--- src/rtl/dual_issue_sched_if.sv ---
// Fetch/issue/occupancy bundle between the fetch stage, the dual-issue
// scheduler and the reservation stations.
interface dual_issue_sched_if #(
  parameter int DEPTH = 8,
  parameter int PCW   = 4
);
  localparam int CW = $clog2(DEPTH) + 1;

  logic           fetch_valid;
  logic [PCW-1:0] pc1_in;
  logic [PCW-1:0] pc2_in;
  logic [1:0]     rs_free;
  logic           flush;
  logic           stall;
  logic           issue0_valid;
  logic [PCW-1:0] issue0_pc;
  logic           issue1_valid;
  logic [PCW-1:0] issue1_pc;
  logic [CW-1:0]  count;

  modport master (
    output fetch_valid, pc1_in, pc2_in, rs_free, flush,
    input  stall, issue0_valid, issue0_pc, issue1_valid, issue1_pc, count
  );

  modport slave (
    input  fetch_valid, pc1_in, pc2_in, rs_free, flush,
    output stall, issue0_valid, issue0_pc, issue1_valid, issue1_pc, count
  );
endinterface

--- src/rtl/dual_issue_sched.sv ---
// Dual-issue in-order scheduler: circular PC-pair queue between fetch and the
// reservation stations, issuing up to two entries per cycle, with flush handling.
module dual_issue_sched #(
  parameter int DEPTH     = 8,
  parameter int PCW       = 4,
  parameter int FLUSH_CYC = 1
) (
  input logic               clk,
  input logic               reset,
  dual_issue_sched_if.slave bus
);
  localparam int AW = $clog2(DEPTH);
  localparam int CW = AW + 1;
  localparam int FW = (FLUSH_CYC > 1) ? $clog2(FLUSH_CYC) : 1;

  typedef enum logic [0:0] {
    ST_RUN   = 1'b0,
    ST_FLUSH = 1'b1
  } state_t;

  state_t         r_state;
  state_t         w_state_next;
  logic [FW-1:0]  r_fcnt;
  logic [FW-1:0]  w_fcnt_next;
  logic [AW-1:0]  r_head;
  logic [AW-1:0]  r_tail;
  logic [CW-1:0]  r_count;
  logic [PCW-1:0] r_mem [DEPTH];

  logic           w_stall;
  logic           w_push;
  logic [1:0]     w_n;
  logic [CW-1:0]  w_count_next;
  logic [AW-1:0]  w_head1;
  logic [AW-1:0]  w_tail1;

  // Issue width: rs_free saturated at 2, then clipped by the occupancy.
  function automatic logic [1:0] issue_width(input logic [1:0] rs, input logic [CW-1:0] cnt);
    logic [1:0] w_sat;
    w_sat = (rs == 2'd3) ? 2'd2 : rs;
    return (cnt < {{(CW-2){1'b0}}, w_sat}) ? cnt[1:0] : w_sat;
  endfunction

  assign w_head1 = r_head + AW'(1);
  assign w_tail1 = r_tail + AW'(1);

  // Stall, push and issue decode; stall depends on registered state only.
  always_comb begin
    w_stall = (r_state == ST_FLUSH) || (r_count > CW'(DEPTH - 2));
    w_push  = bus.fetch_valid && !w_stall && !bus.flush;
    w_n     = 2'd0;
    if ((r_state == ST_RUN) && !bus.flush) begin
      w_n = issue_width(bus.rs_free, r_count);
    end else begin
      w_n = 2'd0;
    end
    w_count_next = r_count
                 + (w_push ? CW'(2) : CW'(0))
                 - {{(CW-2){1'b0}}, w_n};
  end

  // Next-state logic; a flush seen in FLUSH reloads the residency counter.
  always_comb begin
    w_state_next = r_state;
    w_fcnt_next  = r_fcnt;
    case (r_state)
      ST_RUN: begin
        if (bus.flush) begin
          w_state_next = ST_FLUSH;
          w_fcnt_next  = FW'(FLUSH_CYC - 1);
        end else begin
          w_state_next = ST_RUN;
        end
      end
      ST_FLUSH: begin
        if (bus.flush) begin
          w_fcnt_next = FW'(FLUSH_CYC - 1);
        end else if (r_fcnt == FW'(0)) begin
          w_state_next = ST_RUN;
        end else begin
          w_fcnt_next = r_fcnt - FW'(1);
        end
      end
      default: begin
        w_state_next = ST_RUN;
        w_fcnt_next  = FW'(0);
      end
    endcase
  end

  // State and flush counter registers.
  always_ff @(posedge clk or posedge reset) begin
    if (reset) begin
      r_state <= ST_RUN;
      r_fcnt  <= FW'(0);
    end else begin
      r_state <= w_state_next;
      r_fcnt  <= w_fcnt_next;
    end
  end

  // Queue pointers and occupancy; a flush discards everything at once.
  always_ff @(posedge clk or posedge reset) begin
    if (reset) begin
      r_head  <= AW'(0);
      r_tail  <= AW'(0);
      r_count <= CW'(0);
    end else if (bus.flush) begin
      r_head  <= AW'(0);
      r_tail  <= AW'(0);
      r_count <= CW'(0);
    end else begin
      if (w_push) begin
        r_tail <= r_tail + AW'(2);
      end
      r_head  <= r_head + AW'(w_n);
      r_count <= w_count_next;
    end
  end

  // Entry storage; written only on an accepted pair, never bypassed to issue.
  always_ff @(posedge clk or posedge reset) begin
    if (reset) begin
      for (int i = 0; i < DEPTH; i++) begin
        r_mem[i] <= {PCW{1'b0}};
      end
    end else if (w_push) begin
      r_mem[r_tail]  <= bus.pc1_in;
      r_mem[w_tail1] <= bus.pc2_in;
    end
  end

  assign bus.stall        = w_stall;
  assign bus.issue0_valid = (w_n != 2'd0);
  assign bus.issue0_pc    = r_mem[r_head];
  assign bus.issue1_valid = (w_n == 2'd2);
  assign bus.issue1_pc    = r_mem[w_head1];
  assign bus.count        = r_count;
endmodule

--- src/flat_wrapper.sv ---
// flat-port wrapper written by rule: the top's interface ports become plain ports
module dual_issue_sched_flat 
#(
  parameter int DEPTH     = 8,
  parameter int PCW       = 4,
  parameter int FLUSH_CYC = 1
)
  (clk, reset, bus_fetch_valid, bus_pc1_in, bus_pc2_in, bus_rs_free, bus_flush, bus_stall, bus_issue0_valid, bus_issue0_pc, bus_issue1_valid, bus_issue1_pc, bus_count);
  dual_issue_sched_if #(.DEPTH(DEPTH), .PCW(PCW)) bus_i ();
  input logic clk;
  input logic reset;
  input wire logic [$bits(bus_i.fetch_valid)-1:0] bus_fetch_valid;
  input wire logic [$bits(bus_i.pc1_in)-1:0] bus_pc1_in;
  input wire logic [$bits(bus_i.pc2_in)-1:0] bus_pc2_in;
  input wire logic [$bits(bus_i.rs_free)-1:0] bus_rs_free;
  input wire logic [$bits(bus_i.flush)-1:0] bus_flush;
  output wire logic [$bits(bus_i.stall)-1:0] bus_stall;
  output wire logic [$bits(bus_i.issue0_valid)-1:0] bus_issue0_valid;
  output wire logic [$bits(bus_i.issue0_pc)-1:0] bus_issue0_pc;
  output wire logic [$bits(bus_i.issue1_valid)-1:0] bus_issue1_valid;
  output wire logic [$bits(bus_i.issue1_pc)-1:0] bus_issue1_pc;
  output wire logic [$bits(bus_i.count)-1:0] bus_count;
  assign bus_i.fetch_valid = bus_fetch_valid;
  assign bus_i.pc1_in = bus_pc1_in;
  assign bus_i.pc2_in = bus_pc2_in;
  assign bus_i.rs_free = bus_rs_free;
  assign bus_i.flush = bus_flush;
  assign bus_stall = bus_i.stall;
  assign bus_issue0_valid = bus_i.issue0_valid;
  assign bus_issue0_pc = bus_i.issue0_pc;
  assign bus_issue1_valid = bus_i.issue1_valid;
  assign bus_issue1_pc = bus_i.issue1_pc;
  assign bus_count = bus_i.count;
  dual_issue_sched #(.DEPTH(DEPTH), .PCW(PCW), .FLUSH_CYC(FLUSH_CYC)) u_core (.clk(clk), .reset(reset), .bus(bus_i));
endmodule
--- config.mk ---
export PLATFORM = sky130hd
export DESIGN_NAME = dual_issue_sched_flat
export DESIGN_NICKNAME = d
export VERILOG_FILES = /design/src/rtl/dual_issue_sched_if.sv /design/src/rtl/dual_issue_sched.sv /design/src/flat_wrapper.sv
export SDC_FILE = /design/constraint.sdc
export NUM_CORES = 1
export LEC_CHECK = 0
export CAP_MARGIN = 20
export CELL_PAD_IN_SITES_DETAIL_PLACEMENT = 0
export CELL_PAD_IN_SITES_GLOBAL_PLACEMENT = 1
export CORE_UTILIZATION = 40
export CTS_CLUSTER_DIAMETER = 60
export DETAILED_ROUTE_END_ITERATION = 8
export PLACE_DENSITY = 0.76
export SYNTH_ARGS = -nofsm -noshare
export SYNTH_HDL_FRONTEND = slang
export SYNTH_SLANG_ARGS = --single-unit
--- constraint.sdc ---
create_clock -name clk -period 8.1 [get_ports clk]
set_clock_uncertainty 0.2 [all_clocks]
set_input_delay 1.62 -clock clk [delete_from_list [all_inputs] [get_ports clk]]
set_output_delay 1.62 -clock clk [all_outputs]
set_load 0.05 [all_outputs]
After elaboration in Yosys (flattened, before gate mapping)
Index checks and enable logic that the tools add are counted.

operators by class
  $add $sub $neg = 7
  magnitude comparators = 8
  muxes and demuxes = 28
  eq/ne operators = 3
  reduce and logical (&&, ||, !) cells = 10
  bitwise logic cells = 5

operators with widths
  operator                                                                         count
  32-bit bitwise mux                                                               2
  4-bit 2-to-1 mux                                                                 7
  4-bit binary-select mux with 3-bit select                                        2
  4-bit demux with 3-bit select                                                    2
  4-bit greater-or-equal comparator, second input constant                         4
  3-bit NOT with 4-bit output                                                      4
  3-bit 2-to-1 mux                                                                 3
  4-bit by 1-bit less-than comparator with 1-bit output, second input constant     2
  2-bit 2-to-1 mux                                                                 4
  3-bit by 1-bit adder with 3-bit output, second input constant                    2
  1-bit 2-to-1 mux                                                                 6
  1-bit logical AND                                                                5
  4-bit adder                                                                      1
  2-bit == test, second input constant                                             2
  4-bit by 3-bit greater-than comparator with 1-bit output, second input constant  1
  4-bit by 2-bit less-than comparator with 1-bit output                            1
  1-bit case mux with 2 select lines                                               2
  2-bit nonzero test                                                               2
  4-bit by 2-bit subtractor with 4-bit output                                      1
  3-bit by 2-bit adder with 3-bit output                                           1
  3-bit by 2-bit adder with 3-bit output, second input constant                    1
  1-bit logical NOT                                                                2
  2-bit inequality test, second input constant                                     1
  1-bit logical OR                                                                 1
  2 further kinds                                                                  2

word-level totals
  logic and storage cells = 74
  register bits = 44
  output and inout port bits = 15
  input bits = 14

Depth between registers and ports, before layout
  word-level depth = 9
  depth in mapped cells = 12

Worst setup path after synthesis
Ideal clock, no wire load.

  path kind = in2out
  from = input port bus_rs_free[1]
  to = output port bus_issue0_valid
  path slack = 1.398 ns
  stages on the path = 4
  arrival = 4.882 ns
  cells stage by stage = inv_1 ha_1 or3b_2 a2111oi_0

between the ends
  longest elaborated chain between the ends = 6

ends and longest elaborated chain
  what                                                   line                     text
  start: declaration                                     flat_wrapper.sv:15       input wire logic [$bits(bus_i.rs_free)-1:0] bus_rs_free;
  2-bit == test                                          dual_issue_sched.sv:40   w_sat = (rs == 2'd3) ? 2'd2 : rs;
  2-bit 2-to-1 mux (*)                                   dual_issue_sched.sv:40
  4-bit by 2-bit less-than comparator with 1-bit output  dual_issue_sched.sv:41   return (cnt < {{(CW-2){1'b0}}, w_sat}) ? cnt[1:0] : w_sat;
  2-bit 2-to-1 mux (*)                                   dual_issue_sched.sv:41
  2-bit 2-to-1 mux (*)                                   dual_issue_sched.sv:52   if ((r_state == ST_RUN) && !bus.flush) begin
  2-bit nonzero test (*)                                 dual_issue_sched.sv:134  assign bus.issue0_valid = (w_n != 2'd0);
  end: declaration                                       flat_wrapper.sv:18       output wire logic [$bits(bus_i.issue0_valid)-1:0] bus_issue0_valid;

Every way passes the cells marked *; elsewhere a longest branch is shown, timed or not.

Worst setup path in the final report
Ends and elaborated chain as after synthesis.

==> flow_metrics.env <==
export IMPL_path_class="primary input to primary output"
export IMPL_arrival_ns=4.27
export IMPL_rrSetupSlack_ns=4.56
export IMPL_violations="DRC"
export IMPL_cts_buffers=5
export IMPL_yosysUniqueCellTypes=33
export IMPL_tightest_slew_ns=0.730
export IMPL_cts_sinks=42
export IMPL_yosys_warnings=0
export IMPL_cp_max_fo=5
export IMPL_crit_family="buffers and inverters"
export IMPL_grt_max_degree=43
export IMPL_rsz0062_at_grt="false"
export IMPL_crit_cells=6
export IMPL_drc=2
export IMPL_drive_gt1_share_pct=18.2
export IMPL_place_area_mm2=0.00311
export IMPL_status="complete, but fails checks"
export IMPL_cts_tree="yes"
export IMPL_vdd_drop_max_v=0.000166
export IMPL_fillers=586
export IMPL_internal_power_uw=567
export IMPL_syn_area_per_cell_um2=11.6
export IMPL_die_y_um=84.8
export IMPL_combinationalPowerShare_pct=53.3
export IMPL_rr_startpoint="u_core.bus.count[1]$_DFF_PP0_"
export IMPL_required_ns=6.28
export IMPL_coreArea_mm2=0.00649
export IMPL_ff2ff_path_depth=9
export IMPL_gp_congestion=0.753
export IMPL_grt_pass1_vias=1840
export IMPL_period_minus_slack_ns=6.09
export IMPL_ys_ff_latch=42
export IMPL_antenna_found_initial=0
export IMPL_grt_use_total_pct=17.4
export IMPL_nets=296
export IMPL_grt_pass1_wl_um=9500
export IMPL_slew_viol_final=0
export IMPL_ant_nets=0
export IMPL_initial_utilization_pct=42.3
export IMPL_clockPowerShare_pct=13.2
export IMPL_cts_root_buf="clkbuf_8"
export IMPL_die_width_um=84.8
export IMPL_cp_start_kind="primary input"
export IMPL_clockBufferDepth=2
export IMPL_slew_headroom_pct=51.2
export IMPL_post_cts_resized=0
export IMPL_cp_slowest_cell="clkdlybuf4s50_1"
export IMPL_synth_area_mm2=0.00275
export IMPL_dp_hpwl_um=3980
export IMPL_fin_crit_sh_pct=75.2
export IMPL_htreeDepth=2
export IMPL_finalSetupViolations=0
export IMPL_wirelength_um=5690
export IMPL_critical_path_endpoint="bus_issue0_valid"
export IMPL_clk_latency_ns=0.29
export IMPL_synth_net_count=268
export IMPL_r2r_end="u_core.bus.count[2]$_DFF_PP0_"
export IMPL_cp_cell_sequence="clkdlybuf4s50_1 > inv_1 > ha_1 > or3b_2 > a2111oi_0 > clkdlybuf4s50_1"
export IMPL_cpMostUsedCell="clkdlybuf4s50_1"
export IMPL_worstSetupEndpointType="primary output"
export IMPL_path_clk_slew_ns=0.07
export IMPL_vias_per_cell=5.22
export IMPL_ys_seq_area_share_pct=38.3
export IMPL_postCtsSetupBuffers=0
export IMPL_drt_pre_antenna_iters=6
export IMPL_tns_ns=0
export IMPL_pwr_share_seq_pct=33.5
export IMPL_fmaxAchievable_mhz=164
export IMPL_syn_to_final_growth_pct=16.0
export IMPL_diodes=0
export IMPL_drt_iter0_drc=82
export IMPL_leakage_uw=0.00158
export IMPL_cts_hold_buf=0
export IMPL_slowest_delay_ns=0.87
export IMPL_syn_inst=236
export IMPL_ioPinCount=29
export IMPL_hold_viol_final=0
export IMPL_p_sw_share_pct=42.5
export IMPL_cp_num_buf_inv=3
export IMPL_startpoint="bus_rs_free[1]"
export IMPL_grt_overflow=0
export IMPL_dp_cells=334
export IMPL_switching_power_uw=420
export IMPL_num_rows=29
export IMPL_final_cells=341
export IMPL_die_area_mm2=0.00720
export IMPL_min_path_type="flop to flop"
export IMPL_cellPowerDensity_mw_per_mm2=310
export IMPL_port_buffers=28
export IMPL_maxCapViolCount=0
export IMPL_via_count=1781
export IMPL_final_cell_area_mm2=0.00319
export IMPL_detail_route_wl_per_cell_um=16.7
## logic make-up (layout without fill, tap and decap cells)
logic type | count (synthesis) | in the layout | share of synthesized area [%]
buf+inv | 48 | 76 | 6.79
compound gates | 20 | 20 | 7.75
flops | 42 | 42 | 38.3
mux | 53 | 53 | 28.3
fa+ha+maj | 18 | 18 | 9.02
simple gates | 52 | 52 | 8.89
xor+xnor | 3 | 3 | 0.957
## synth_stat cells (all sizes together)
library cell,instances,area (µm²)
xnor2,1,8.76
buf,8,36.3
and3b,3,26.3
o21a,2,16.3
o211ai,2,42.5
and2,2,12.5
ha,15,188
nor2,10,37.5
a211oi,2,27.5
fa,3,60.1
o31ai,1,7.51
mux4,16,360
or3b,2,17.5
nor4bb,1,10.0
o211a,1,10.0
nand2,29,109
dfrtp,42,1050
clkbuf,2,7.51
nor2b,3,18.8
o2111ai,1,8.76
inv,38,143
o21ai,8,73.8
xor2,2,17.5
a2111oi,3,26.3
mux2i,24,240
mux2,13,176
nand2b,2,12.5
## final cells by class
type | count | area, µm² | share of cell area, %
Tap cell | 77 | 96.3 | 3.02
Inverter | 38 | 143 | 4.48
Timing Repair Buffer | 31 | 303 | 9.51
Clock buffer | 5 | 68.8 | 2.16
Clock inverter | 2 | 10.0 | 0.314
Multi-Input combinational cell | 146 | 1510 | 47.5
Sequential cell | 42 | 1050 | 33.0
## layout by cell type, fill, tap and decap left out, types with 2 or more instances in the layout
cell             Yosys  routed
nor2b_1              3       3
and2_1               2       2
buf_4                0       3
mux4_2              16      16
clkbuf_8             0       5
or3b_2               2       2
clkdlybuf4s50_1      0      28
a2111oi_0            3       3
clkinv_2             0       2
ha_1                15      15
o211ai_4             2       2
mux2_4               8       8
dfrtp_1             42      42
inv_1               38      38
o21ai_4              3       3
and3b_1              3       3
fa_1                 3       3
o21ai_0              5       5
xor2_1               2       2
nand2_1             29      29
nand2b_1             2       2
mux2_2               4       4
mux2i_1             24      24
nor2_1              10      10
## stage by stage
step	power [µW]	hold WS, ns	setup slack [ns]	utilization [%]
floorplan	717	0.293	1.40	-
global placement	852	0.308	2.03	47.8
detailed placement	862	0.320	2.00	47.8
CTS	997	0.341	1.99	49.0
global route	1050	0.353	1.85	49.0
finish	986	0.340	2.01	49.0
## metal layers
metal / share of wire [%] / vias up / GRT usage, %
li1: - / 856 / -
met1: 49 / 893 / 24.7
met2: 48 / 30 / 27.4
met3: 3.1 / 2 / 4.38
met4: 0.28 / 0 / 3.24
met5: 0 / - / 0
## worst min-delay path by stage
stage                                start  depth (start not counted)                          end  slack, ns
2_1_floorplan  u_core.r_mem[4]$_DFFE_PP0P_                          1  u_core.r_mem[4]$_DFFE_PP0P_       0.29
3_3_place_gp   u_core.r_mem[5]$_DFFE_PP0P_                          1  u_core.r_mem[5]$_DFFE_PP0P_       0.31
3_5_place_dp   u_core.r_mem[4]$_DFFE_PP0P_                          1  u_core.r_mem[4]$_DFFE_PP0P_       0.32
4_1_cts        u_core.r_mem[5]$_DFFE_PP0P_                          1  u_core.r_mem[5]$_DFFE_PP0P_       0.34
5_1_grt        u_core.r_mem[4]$_DFFE_PP0P_                          1  u_core.r_mem[4]$_DFFE_PP0P_       0.35
6_report       u_core.r_mem[5]$_DFFE_PP0P_                          1  u_core.r_mem[5]$_DFFE_PP0P_       0.34
## registers in the layout, indices dropped and copies added (netlist names)
name              count
u_core.r_head         3
u_core.r_mem         32
u_core.r_state        1
u_core.r_tail         2
u_core.bus.count      4
## power by group through the flow
stage	combinational (µW)	clock, µW	sequential [µW]
2_1_floorplan	380	0	337
3_3_place_gp	521	0	331
3_5_place_dp	528	0	334
4_1_cts	530	136	330
5_1_grt	570	143	340
6_report	526	130	330
## worst register-to-register path, delay by kind of cell (launching register included)
family | cells | cell delay, ns
buf+inv | 1 | 0.07
simple gates | 3 | 0.79
compound gates | 1 | 0.40
flops | 1 | 0.49
fa+ha+maj | 4 | 1.51
No activity file was read; power rests on OpenSTA's default activity.
